File: src/rtl/demux_deser8_pkg.sv
// Shared definitions for the 8:1 serializer / 1:8 deserializer pair of the calculator datapath.
// Word width, select width, word type and the collector state encoding live here.
package demux_deser8_pkg;

    localparam int WORD_W = 8;
    localparam int SEL_W  = 3;

    typedef logic [WORD_W-1:0] word_t;

    typedef enum logic {
        IDLE    = 1'b0,
        COLLECT = 1'b1
    } state_t;

endpackage

File: src/rtl/demux1to8.sv
// 1-to-W demux: one-hot write mask for slot sel, plus d steered into that slot.
// Both outputs are zero when en is low.
module demux1to8
    import demux_deser8_pkg::*;
#(
    parameter int W  = WORD_W,
    parameter int SW = SEL_W
) (
    input  logic          d,
    input  logic [SW-1:0] sel,
    input  logic          en,
    output logic [W-1:0]  mask,
    output logic [W-1:0]  data
);

    always_comb begin
        mask = '0;
        data = '0;
        if (en) begin
            mask[sel] = 1'b1;
            data[sel] = d;
        end
    end

endmodule

File: src/rtl/demux_deser8.sv
// Serial-to-parallel receiver: bits are steered into a shadow word by a position counter,
// and each completed word is handed to a valid/ready holding register.
module demux_deser8
    import demux_deser8_pkg::*;
#(
    parameter int WIDTH     = WORD_W,
    parameter bit MSB_FIRST = 1'b0
) (
    input  logic                       clk,
    input  logic                       rst,
    input  logic                       din,
    input  logic                       din_valid,
    input  logic                       sof,
    input  logic                       ovr_clr,
    output logic [WIDTH-1:0]           dout,
    output logic                       dout_valid,
    input  logic                       dout_ready,
    output logic [$clog2(WIDTH)-1:0]   sel_idx,
    output logic                       overrun
);

    localparam int            CW   = $clog2(WIDTH);
    localparam logic [CW-1:0] LAST = CW'(WIDTH - 1);

    function automatic logic [CW-1:0] slot_of(input logic [CW-1:0] c);
        return MSB_FIRST ? (LAST - c) : c;
    endfunction

    state_t           state, state_n;
    logic [CW-1:0]    cnt, cnt_n, eff_cnt;
    logic [WIDTH-1:0] shadow, shadow_n, base;
    logic [WIDTH-1:0] wmask, wdata;
    logic [WIDTH-1:0] dout_r;
    logic             dv, ovr;
    logic             complete, load, drop;

    // sof realigns before the write, so a bit arriving with sof lands in the first slot
    assign eff_cnt = sof ? '0 : cnt;
    assign base    = (eff_cnt == '0) ? '0 : shadow;

    demux1to8 #(.W(WIDTH), .SW(CW)) u_demux (
        .d    (din),
        .sel  (slot_of(eff_cnt)),
        .en   (din_valid),
        .mask (wmask),
        .data (wdata)
    );

    always_comb begin
        state_n  = state;
        cnt_n    = cnt;
        shadow_n = shadow;
        complete = 1'b0;
        if (din_valid) begin
            cnt_n    = (eff_cnt == LAST) ? '0 : eff_cnt + 1'b1;
            shadow_n = (base & ~wmask) | wdata;
            complete = (eff_cnt == LAST);
        end else if (sof) begin
            cnt_n    = '0;
            shadow_n = '0;
        end
        case (state)
            IDLE:    if (din_valid && !complete) state_n = COLLECT;
            COLLECT: if (complete || (sof && !din_valid)) state_n = IDLE;
            default: state_n = IDLE;
        endcase
    end

    assign load = complete && (!dv || dout_ready);
    assign drop = complete && dv && !dout_ready;

    always_ff @(posedge clk) begin
        if (rst) begin
            state  <= IDLE;
            cnt    <= '0;
            shadow <= '0;
            dout_r <= '0;
            dv     <= 1'b0;
            ovr    <= 1'b0;
        end else begin
            state  <= state_n;
            cnt    <= cnt_n;
            shadow <= shadow_n;
            if (load) begin
                dout_r <= shadow_n;
                dv     <= 1'b1;
            end else if (dv && dout_ready) begin
                dv <= 1'b0;
            end
            // a drop in the same cycle as ovr_clr keeps the flag set
            if (drop)         ovr <= 1'b1;
            else if (ovr_clr) ovr <= 1'b0;
        end
    end

    assign dout       = dout_r;
    assign dout_valid = dv;
    assign overrun    = ovr;
    assign sel_idx    = slot_of(cnt);

endmodule

File: config.mk
export PLATFORM = sky130hd
export DESIGN_NAME = demux_deser8
export DESIGN_NICKNAME = d
export VERILOG_FILES = /design/src/rtl/demux_deser8_pkg.sv /design/src/rtl/demux1to8.sv /design/src/rtl/demux_deser8.sv
export SDC_FILE = /design/constraint.sdc
export NUM_CORES = 1
export LEC_CHECK = 0
export ABC_AREA = 1
export BUFFER_PORTS_ARGS = -buffer_cell sky130_fd_sc_hd__buf_2
export CAP_MARGIN = 10
export CORE_MARGIN = 4
export CORE_UTILIZATION = 57
export CTS_CLUSTER_DIAMETER = 80
export DETAILED_ROUTE_END_ITERATION = 10
export GPL_TIMING_DRIVEN = 0
export PLACE_DENSITY = 0.9
export RECOVER_POWER = 100
export SLEW_MARGIN = 20
export SYNTH_ARGS = -nofsm -noshare
export SYNTH_HDL_FRONTEND = slang
export SYNTH_SLANG_ARGS = --single-unit
File: constraint.sdc
create_clock -name clk -period 2.33 [get_ports clk]
set_input_delay 0.233 -clock clk [delete_from_list [all_inputs] [get_ports clk]]
set_output_delay 0.233 -clock clk [all_outputs]
set_load 0.02 [all_outputs]
==> flow_summary.json <==
{
  "io_pins": 20,
  "diodes": 0,
  "ys_ff_latch": 21,
  "placed_cell_area_um2": 1160,
  "synth.distinct_cells": 16,
  "final-hold-violation-count": 0,
  "drv_slew": 0,
  "timing.max_cap.violations": 0,
  "wl_um": 2260,
  "path_cells": "nand2_2 -> nor2_1 -> ha_1 -> nand2_1 -> nor2_4 -> clkbuf_1 -> nand3_1 -> nand2_1 -> inv_1",
  "wl_met3_um": 105,
  "hpwlAfterDp_um": 1700,
  "worstMarginPinSlew_ps": 640,
  "holdWs_ps": 162,
  "die_w_um": 50.8,
  "grt_max_degree": 13,
  "synth_cells": 158,
  "holdPathStages": 4,
  "grt_pass1_wl_um": 3970,
  "worstSetupEndpointType": "register",
  "final_common_cell": "nand2_1",
  "rsz0062_at_grt": "no",
  "clk_path_buf_depth": 2,
  "start_kind": "register",
  "setup_violations": 0,
  "cts_buffers": 3,
  "start_util_pct": 60.4,
  "min_period_ps": 1870,
  "die_h_um": 50.8,
  "final_cell_area_um2": 1160,
  "p_per_area_nw_per_um2": 522,
  "drtIter0Drc": 21,
  "worstSetupPathType": "reg2reg",
  "ctsHoldBuffers": 0,
  "timing.fmax_mhz": 534,
  "worst_r2r_path_depth": 9,
  "tritoncts": "built",
  "post_cts_buffers": 0,
  "cts_max_level": 1,
  "yosys_warnings": 0,
  "path_max_fanout": 10,
  "finClkSkew_ps": 4.73,
  "hold_path_class": "in2reg",
  "synth_seq_area_share_pct": 40.3,
  "max_stage_delay_ps": 430,
  "final_nets": 190,
  "antenna_left": 0,
  "required_ps": 2550,
  "port_buffers": 18,
  "place_inst": 201,
  "critPathMostFrequentCell": "nand2_1",
  "highest_layer": "met4",
  "clk_pin_slew_ps": 120,
  "routed_via_density": 5.02,
  "synthesis.area_um2": 1040,
  "grtUsageTotal_pct": 20.1,
  "drt-met1-wl_um": 967,
  "core_um2": 1730,
  "dieArea_um2": 2580,
  "synth.avg_cell_area_um2": 6.60,
  "cp_slowest_cell": "dfxtp_1",
  "syn_to_final_growth_pct": 11.3,
  "grt.overflow.total": 0,
  "drive_gt1_share_pct": 10.0,
  "mostFrequentLayoutCells": "45 x nand2_1, 24 x nand3_1, 21 x nor2_1, 21 x dfxtp_1, 17 x inv_1",
  "relSlewSlack_pct": 57.3,
  "clock_latency_ps": 300,
  "via_count": 1030,
  "gp_congestion": 0.819,
  "post_cts_resized": 0,
  "synthesis.nets": 167,
  "cp.arrival_ps": 2090,
  "n_fill_cell": 165,
  "route.detailed.drc": 0,
  "cts-root-buf": "clkbuf_4",
  "num_rows": 15,
  "fin_crit_sh_pct": 80.4,
  "peakVddDrop_v": 0.000363,
  "leakage_nw": 0.541,
  "dr_wl_met2_um": 1130,
  "final_cells": 205,
  "wl_per_cell_um": 11.0,
  "status": "finished, final reports clean",
  "first_pass_iters": 4,
  "antenna_found_initial": 0,
  "grt_pass1_vias": 985,
  "total_power_w": 0.000606,
  "clock_sinks": 21,
  "tns_ps": 0
}
[per-layer routing]
metal | track usage (%) | vias to the layer above
met4 | 8.97 | 0
met1 | 21.6 | 452
met3 | 4.45 | 8
met2 | 37.0 | 27
met5 | 0 | -
li1 | - | 543
[cell families after synthesis]
group	share of synthesized area, %
simple gates	40.2
buf+inv	8.15
fa+ha+maj	2.40
flops	40.3
compound gates	8.99
[worst max-delay path, delay by kind of cell, from the launching register on]
family,cells,cell delay [ps]
and+or+nand+nor,6,780
buffers and inverters,2,420
adders and majority gates,1,150
DFF,1,430
[cells in the mapped netlist, drive strengths merged]
| master | n | share of area, % |
|---|---|---|
| nand3 | 24 | 12 |
| o21ai | 3 | 1.4 |
| buf | 2 | 0.96 |
| o21a | 1 | 0.72 |
| a21oi | 12 | 6.8 |
| nor2 | 26 | 11 |
| ha | 2 | 2.4 |
| inv | 18 | 6.5 |
| clkbuf | 2 | 0.72 |
| nand2 | 47 | 18 |
| dfxtp | 21 | 40 |
[metrics by stage]
stage / utilization (%) / worst slack [ps]
finish: 67.2 / 457
global route: 67.2 / 291
CTS: 69.1 / 601
detailed placement: 67.5 / 619
global placement: 67.5 / 657
floorplan: - / 728
[final timing paths]
kind,from,endpoint,slack (ps)
worst max-delay path,sel_idx[0],dout[5],460
worst min-delay path,ovr_clr,overrun,160
worst max register to register,sel_idx[0],dout[5],460
worst min register to register,overrun,overrun,480
[registers in the layout, summed over array words and instances (netlist names)]
signal	flops
dout_valid	1
overrun	1
sel_idx	3
dout	8
shadow	8
[area by class of cell]
type | instances | area (um2) | share of cell area [%]
multi-input cells | 115 | 524 | 45.2
flip-flops and latches | 21 | 420 | 36.2
repair buffers | 18 | 73.8 | 6.36
inverters | 18 | 67.6 | 5.82
well taps | 25 | 31.3 | 2.69
clock buffers | 3 | 22.5 | 1.94
plain buffers | 4 | 16.3 | 1.40
clock inverters | 1 | 5.00 | 0.431
[report_power, final]
part	leakage [nW]	internal [W]	switching, W
clock	0.0177	0.0000640	0.000114
sequential	0.170	0.000364	0.00000510
combinational	0.353	0.0000160	0.0000430
total	0.541	0.000444	0.000162
(Power assumes the default switching activity.)
